<file path="config.mk">
export PLATFORM = sky130hd
export DESIGN_NAME = interrupt_request_service_8259_flat
export DESIGN_NICKNAME = d
export VERILOG_FILES = /design/src/rtl/interrupt_request_service_8259_pkg.sv /design/src/rtl/interrupt_request_service_8259_if.sv /design/src/rtl/interrupt_request_service_8259_priority_resolver.sv /design/src/rtl/interrupt_request_service_8259.sv /design/src/flat_wrapper.sv
export SDC_FILE = /design/constraint.sdc
export NUM_CORES = 1
export LEC_CHECK = 0
export ABC_AREA = 1
export BUFFER_PORTS_ARGS = -buffer_cell sky130_fd_sc_hd__buf_2
export CORE_AREA = 8 8 114 90
export DETAILED_ROUTE_END_ITERATION = 7
export DIE_AREA = 0 0 122 98
export PLACE_DENSITY = 0.72
export RECOVER_POWER = 50
export SYNTH_ARGS = -nofsm -noshare
export SYNTH_HDL_FRONTEND = slang
export SYNTH_HIERARCHICAL = 1
export SYNTH_SLANG_ARGS = --single-unit
</file>
<file path="constraint.sdc">
create_clock -name clock -period 6.02 [get_ports clock]
set_input_delay 1.204 -clock clock [delete_from_list [all_inputs] [get_ports clock]]
set_output_delay 1.204 -clock clock [all_outputs]
set_load 0.02 [all_outputs]
</file>
<file path="src/rtl/interrupt_request_service_8259_pkg.sv">
// Shared constants and bit-vector helpers for the 8259 request/service stage.
// Rotations let the priority logic always work with the highest level at bit 0.
package pic8259_pkg;

  localparam int IR_COUNT = 8;

  function automatic logic [7:0] rotate_right_8(input logic [7:0] vec, input logic [2:0] n);
    logic [15:0] dbl;
    dbl = {vec, vec} >> n;
    return dbl[7:0];
  endfunction

  function automatic logic [7:0] rotate_left_8(input logic [7:0] vec, input logic [2:0] n);
    logic [15:0] dbl;
    dbl = {vec, vec} << n;
    return dbl[15:8];
  endfunction

  function automatic logic [7:0] isolate_lowest_bit(input logic [7:0] vec);
    return vec & (~vec + 8'd1);
  endfunction

endpackage

</file>
<file path="src/rtl/interrupt_request_service_8259_if.sv">
// Bundle between the 8259 control logic (master) and the request/service stage (slave).
// The raw IR pins ride along so the stage has a single bus port.
interface interrupt_request_service_8259_if;
  logic [7:0] interrupt_request_pin;
  logic       write_initial_command_word_1;
  logic       level_or_edge_toriggered_config;
  logic       special_fully_nest_config;
  logic       freeze;
  logic [7:0] clear_interrupt_request;
  logic [7:0] interrupt_mask;
  logic [7:0] interrupt_special_mask;
  logic [2:0] priority_rotate;
  logic       latch_in_service;
  logic [7:0] end_of_interrupt;
  logic [7:0] interrupt;
  logic [7:0] highest_level_in_service;
  logic [7:0] interrupt_request_register;
  logic [7:0] in_service_register;

  modport slave (
    input  interrupt_request_pin, write_initial_command_word_1,
           level_or_edge_toriggered_config, special_fully_nest_config, freeze,
           clear_interrupt_request, interrupt_mask, interrupt_special_mask,
           priority_rotate, latch_in_service, end_of_interrupt,
    output interrupt, highest_level_in_service, interrupt_request_register,
           in_service_register
  );

  modport master (
    output interrupt_request_pin, write_initial_command_word_1,
           level_or_edge_toriggered_config, special_fully_nest_config, freeze,
           clear_interrupt_request, interrupt_mask, interrupt_special_mask,
           priority_rotate, latch_in_service, end_of_interrupt,
    input  interrupt, highest_level_in_service, interrupt_request_register,
           in_service_register
  );
endinterface

</file>
<file path="src/rtl/interrupt_request_service_8259_priority_resolver.sv">
// Combinational rotating-priority pick: one-hot highest-priority set bit of request.
// Highest priority level is priority_rotate+1 (mod 8).
module priority_resolver_8259 (
  input  logic [7:0] request,
  input  logic [2:0] priority_rotate,
  output logic [7:0] highest
);
  import pic8259_pkg::*;

  logic [2:0] shift;

  assign shift   = priority_rotate + 3'd1;
  assign highest = rotate_left_8(isolate_lowest_bit(rotate_right_8(request, shift)), shift);
endmodule

</file>
<file path="src/rtl/interrupt_request_service_8259.sv">
// 8259A request/service stage: IR synchronizers, IRR, ISR and the registered
// one-hot interrupt winner under mask, special-mask and nesting rules.
module interrupt_request_service_8259 #(
  parameter int SYNC_STAGES = 2
) (
  input logic                              clock,
  input logic                              reset,
  interrupt_request_service_8259_if.slave  irq
);
  import pic8259_pkg::*;

  logic [SYNC_STAGES-1:0][IR_COUNT-1:0] sync_q;
  logic [IR_COUNT-1:0] prev_q, irr_q, irr_d, isr_q, isr_d, interrupt_q, interrupt_d;
  logic [IR_COUNT-1:0] sync_w, nest_level, nest_rot, allowed_rot, eligible;
  logic [2:0]          shift;

  assign sync_w = sync_q[SYNC_STAGES-1];

  // ICW1 deliberately leaves the synchronizers running; only reset clears them.
  always_ff @(posedge clock) begin
    if (reset) sync_q <= '0;
    else       sync_q <= {sync_q[SYNC_STAGES-2:0], irq.interrupt_request_pin};
  end

  // NOTE: every always_comb output gets a default first so no latch is inferred.
  always_comb begin
    irr_d = irr_q;
    for (int i = 0; i < IR_COUNT; i++) begin
      if (irq.clear_interrupt_request[i])          irr_d[i] = 1'b0;
      else if (irq.freeze)                         irr_d[i] = irr_q[i];
      else if (irq.level_or_edge_toriggered_config) irr_d[i] = sync_w[i];
      else if (sync_w[i] & ~prev_q[i])             irr_d[i] = 1'b1;
      else if (~sync_w[i])                         irr_d[i] = 1'b0;
    end
  end

  // Latch is OR-ed after the EOI clear, so a same-cycle latch wins.
  assign isr_d = (isr_q & ~irq.end_of_interrupt) |
                 (irq.latch_in_service ? interrupt_q : '0);

  priority_resolver_8259 u_nest_resolver (
    .request         (isr_q & ~irq.interrupt_special_mask),
    .priority_rotate (irq.priority_rotate),
    .highest         (nest_level)
  );

  // In the rotated domain, "strictly higher priority" is every bit below the nest bit.
  assign shift    = irq.priority_rotate + 3'd1;
  assign nest_rot = rotate_right_8(nest_level, shift);

  always_comb begin
    allowed_rot = '1;
    if (nest_rot != '0)
      allowed_rot = (nest_rot - 8'd1) | (irq.special_fully_nest_config ? nest_rot : '0);
  end

  assign eligible = irr_q & ~irq.interrupt_mask & rotate_left_8(allowed_rot, shift);

  priority_resolver_8259 u_request_resolver (
    .request         (eligible),
    .priority_rotate (irq.priority_rotate),
    .highest         (interrupt_d)
  );

  // NOTE: sequential state uses non-blocking assignments so all registers update together.
  always_ff @(posedge clock) begin
    if (reset || irq.write_initial_command_word_1) begin
      prev_q      <= '0;
      irr_q       <= '0;
      isr_q       <= '0;
      interrupt_q <= '0;
    end else begin
      prev_q      <= sync_w;
      irr_q       <= irr_d;
      isr_q       <= isr_d;
      interrupt_q <= interrupt_d;
    end
  end

  assign irq.interrupt                  = interrupt_q;
  assign irq.highest_level_in_service   = nest_level;
  assign irq.interrupt_request_register = irr_q;
  assign irq.in_service_register        = isr_q;
endmodule

</file>
<file path="src/flat_wrapper.sv">
// flat-port wrapper written by rule: the top's interface ports become plain ports
module interrupt_request_service_8259_flat import pic8259_pkg::*;
#(
  parameter int SYNC_STAGES = 2
)
  (clock, reset, irq_interrupt_request_pin, irq_write_initial_command_word_1, irq_level_or_edge_toriggered_config, irq_special_fully_nest_config, irq_freeze, irq_clear_interrupt_request, irq_interrupt_mask, irq_interrupt_special_mask, irq_priority_rotate, irq_latch_in_service, irq_end_of_interrupt, irq_interrupt, irq_highest_level_in_service, irq_interrupt_request_register, irq_in_service_register);
  interrupt_request_service_8259_if irq_i ();
  input logic clock;
  input logic reset;
  input wire logic [$bits(irq_i.interrupt_request_pin)-1:0] irq_interrupt_request_pin;
  input wire logic [$bits(irq_i.write_initial_command_word_1)-1:0] irq_write_initial_command_word_1;
  input wire logic [$bits(irq_i.level_or_edge_toriggered_config)-1:0] irq_level_or_edge_toriggered_config;
  input wire logic [$bits(irq_i.special_fully_nest_config)-1:0] irq_special_fully_nest_config;
  input wire logic [$bits(irq_i.freeze)-1:0] irq_freeze;
  input wire logic [$bits(irq_i.clear_interrupt_request)-1:0] irq_clear_interrupt_request;
  input wire logic [$bits(irq_i.interrupt_mask)-1:0] irq_interrupt_mask;
  input wire logic [$bits(irq_i.interrupt_special_mask)-1:0] irq_interrupt_special_mask;
  input wire logic [$bits(irq_i.priority_rotate)-1:0] irq_priority_rotate;
  input wire logic [$bits(irq_i.latch_in_service)-1:0] irq_latch_in_service;
  input wire logic [$bits(irq_i.end_of_interrupt)-1:0] irq_end_of_interrupt;
  output wire logic [$bits(irq_i.interrupt)-1:0] irq_interrupt;
  output wire logic [$bits(irq_i.highest_level_in_service)-1:0] irq_highest_level_in_service;
  output wire logic [$bits(irq_i.interrupt_request_register)-1:0] irq_interrupt_request_register;
  output wire logic [$bits(irq_i.in_service_register)-1:0] irq_in_service_register;
  assign irq_i.interrupt_request_pin = irq_interrupt_request_pin;
  assign irq_i.write_initial_command_word_1 = irq_write_initial_command_word_1;
  assign irq_i.level_or_edge_toriggered_config = irq_level_or_edge_toriggered_config;
  assign irq_i.special_fully_nest_config = irq_special_fully_nest_config;
  assign irq_i.freeze = irq_freeze;
  assign irq_i.clear_interrupt_request = irq_clear_interrupt_request;
  assign irq_i.interrupt_mask = irq_interrupt_mask;
  assign irq_i.interrupt_special_mask = irq_interrupt_special_mask;
  assign irq_i.priority_rotate = irq_priority_rotate;
  assign irq_i.latch_in_service = irq_latch_in_service;
  assign irq_i.end_of_interrupt = irq_end_of_interrupt;
  assign irq_interrupt = irq_i.interrupt;
  assign irq_highest_level_in_service = irq_i.highest_level_in_service;
  assign irq_interrupt_request_register = irq_i.interrupt_request_register;
  assign irq_in_service_register = irq_i.in_service_register;
  interrupt_request_service_8259 #(.SYNC_STAGES(SYNC_STAGES)) u_core (.clock(clock), .reset(reset), .irq(irq_i));
endmodule
</file>
==> impl_metrics.tcl <==
set metrics [dict create \
    layout.cells.most_common_list "nand2_1 (206), nand3_1 (166), nor2_1 (76)" \
    cts_max_level 2 \
    ys_warn_count 6 \
    drtPass1Iterations 5 \
    slowest_stage "ha_4" \
    yosysUniqueCellTypes 28 \
    cp_max_fo 6 \
    grt_start_max_net_pins 45 \
    r2r-start "u_core/irq.in_service_register[4]" \
    clk_pin_slew_worst_paths_ns 0.08 \
    r2r_cells 40 \
    hpwl_um 9320 \
    holdPathStages 2 \
    cts_tree "built" \
    ctsHoldBuffers 0 \
    ant_nets 0 \
    reg2reg_to "u_core/irq.interrupt[6]" \
    postPlaceCellArea_sq_mm 0.00448 \
    syn_nets 753 \
    maxCapViolations 0 \
    critPathLaunchType "primary input" \
    fin_crit_ns 5.64 \
    core_sq_mm 0.00860 \
    arrival_ns 5.86 \
    wl_per_cell_um 13.5 \
    num_rows 30 \
    slew_viol_final 0 \
    clk_latency_ns 0.30 \
    min_period_over_period 0.937 \
    cts.path.max_buffers 2 \
    place_congestion 0.918 \
    cts-root-buf "clkbuf_8" \
    max_slew_margin 0.476 \
    dieArea_sq_mm 0.0120 \
    worst_hold_slack_ns 0.404 \
    ios 82 \
    cts_sinks 48 \
    start_util 0.473 \
    grtUsageTotal 0.195 \
    worstPathRequired_ns 6.24 \
    grt_pass1_vias 4398 \
    die_x_um 122 \
    worstMarginPinSlew_ns 0.785 \
    place_ws_ns -0.0174 \
    fin_ws_ns 0.381 \
    final_nets 824 \
    drcViolationCount 0 \
    cpMostUsedCell "nand2_1" \
    drt_iter0_drc 462 \
    hold_class "reg -> reg" \
    syn2layout_area_growth_pct 15.4 \
    leakage_nw 2.30 \
    wirelength_um 11900 \
    die_y_um 98 \
    status "finished, final reports clean" \
    fin_skew_ns 0.00647 \
    syn_area_per_cell_sq_um 5.81 \
    io_buffers 81 \
    critPathKind "in -> reg" \
    grt.overflow.total 0 \
    ys_ff_latch 48 \
    vias 4765 \
    ir_drop_v 0.000196 \
    yosys.area.top_type "dfxtp_1" \
    max_stage_delay_ns 0.31 \
    synth_top_area_share 0.237 \
    drive_gt1_frac 0.195 \
    vias_per_cell 5.40 \
    syn_inst 699 \
    crit_end "u_core/irq.interrupt[6]" \
    cts_buffers 5 \
    setup_viol 0 \
    syn_area_sq_mm 0.00406 \
    power.density_mw_per_mm2 216 \
    r2r_slack_ns 1.19 \
    final_common_cell "nand2_1" \
    setup_tns_ns 0 \
    grt_pass1_wl_um 20000 \
    design_area_sq_mm 0.00469 \
    ys_seq_area_frac 0.237 \
    cp-startpoint "irq_priority_rotate[1]" \
    fmax_mhz 177 \
    cp-end-kind "flip-flop" \
    yosys-top-cells-area "dfxtp_1 (24%), nand3_1 (21%), nand2_1 (19%), nor2_1 (7.4%), inv_1 (5.7%)" \
    hold_viol_final 0 \
    antenna_found_initial 0 \
    n_antenna_cell 0 \
]
[state kept, by name, indices dropped and copies added, names as in the netlist]
name,count
u_core/irq.in_service_register,8
u_core/irq.interrupt,8
u_core/irq.interrupt_request_register,8
u_core/prev_q,8
u_core/sync_q,8
u_core/sync_w,8
[logic make-up (layout without fill, tap and decap cells)]
group / after synthesis / in the layout / synth area share
simple gates: 497 / 498 / 0.541
buf+inv: 103 / 174 / 0.121
flops: 48 / 48 / 0.237
compound gates: 41 / 41 / 0.0659
xor+xnor: 6 / 6 / 0.0240
fa+ha+maj: 4 / 4 / 0.0123
[Yosys cell counts]
master,count
nand2_1,210
nand3_1,169
nor2_1,80
inv_1,62
dfxtp_1,48
buf_4,13
nand2_2,13
a21oi_1,12
a2111oi_0,8
a2bb2oi_1,8
nand4_1,8
o21ai_0,8
buf_2,7
nand3_2,7
nor2_2,7
buf_6,6
inv_2,6
clkbuf_1,5
ha_1,4
o21ai_1,4
xnor2_2,3
xor2_2,3
buf_1,2
nor3_1,2
clkinv_1,1
clkinv_2,1
o21a_1,1
or2_2,1
[worst max-delay path, delay by kind of cell]
kind / cells / cell delay [ns]
buf+inv: 4 / 0.42
simple gates: 35 / 3.69
fa+ha+maj: 2 / 0.54
[per-layer routing]
layer,vias to the layer above,global-route usage,wire (um)
met5,-,0,0
met2,187,0.320,5570
met4,0,0.0312,87
met3,10,0.0375,899
met1,2153,0.260,5340
li1,2415,-,-
[area by class of cell]
type / count / area (sq um)
repair buffers: 96 / 519
clock inverters: 1 / 8.76
flip-flops and latches: 48 / 961
clock buffers: 7 / 76.3
well taps: 112 / 140
fillers: 841 / 3910
inverters: 70 / 272
multi-input cells: 549 / 2710
[how the worst min path moves through the flow]
stage	start	end	slack (ns)
global route	u_core/sync_q[4]	u_core/sync_w[4]	0.43
floorplan	u_core/sync_q[0]	u_core/sync_w[0]	0.39
detailed placement	u_core/sync_q[0]	u_core/sync_w[0]	0.39
finish	u_core/sync_q[0]	u_core/sync_w[0]	0.40
CTS	u_core/sync_q[0]	u_core/sync_w[0]	0.40
global placement	u_core/sync_q[1]	u_core/sync_w[1]	0.39
[through the flow]
stage,std cells,power (mW),util
2_1_floorplan,699,0.700,-
3_3_place_gp,872,0.798,0.521
3_5_place_dp,872,0.803,0.521
4_1_cts,880,0.987,0.531
5_1_grt,883,1.09,0.545
6_report,883,1.01,0.545
[power breakdown]
group	leakage, nW	switching, mW	internal, mW	total (mW)
logic	1.87	0.331	0.165	0.495
registers	0.392	0.00570	0.328	0.334
clock network	0.0424	0.102	0.0831	0.185
[repair_timing]
item | CTS | global route
setup endpoints to repair | 0 | 8
gates resized for setup | 0 | 29
buffers inserted | 0 | 2
No activity file was read; power rests on OpenSTA's default activity.
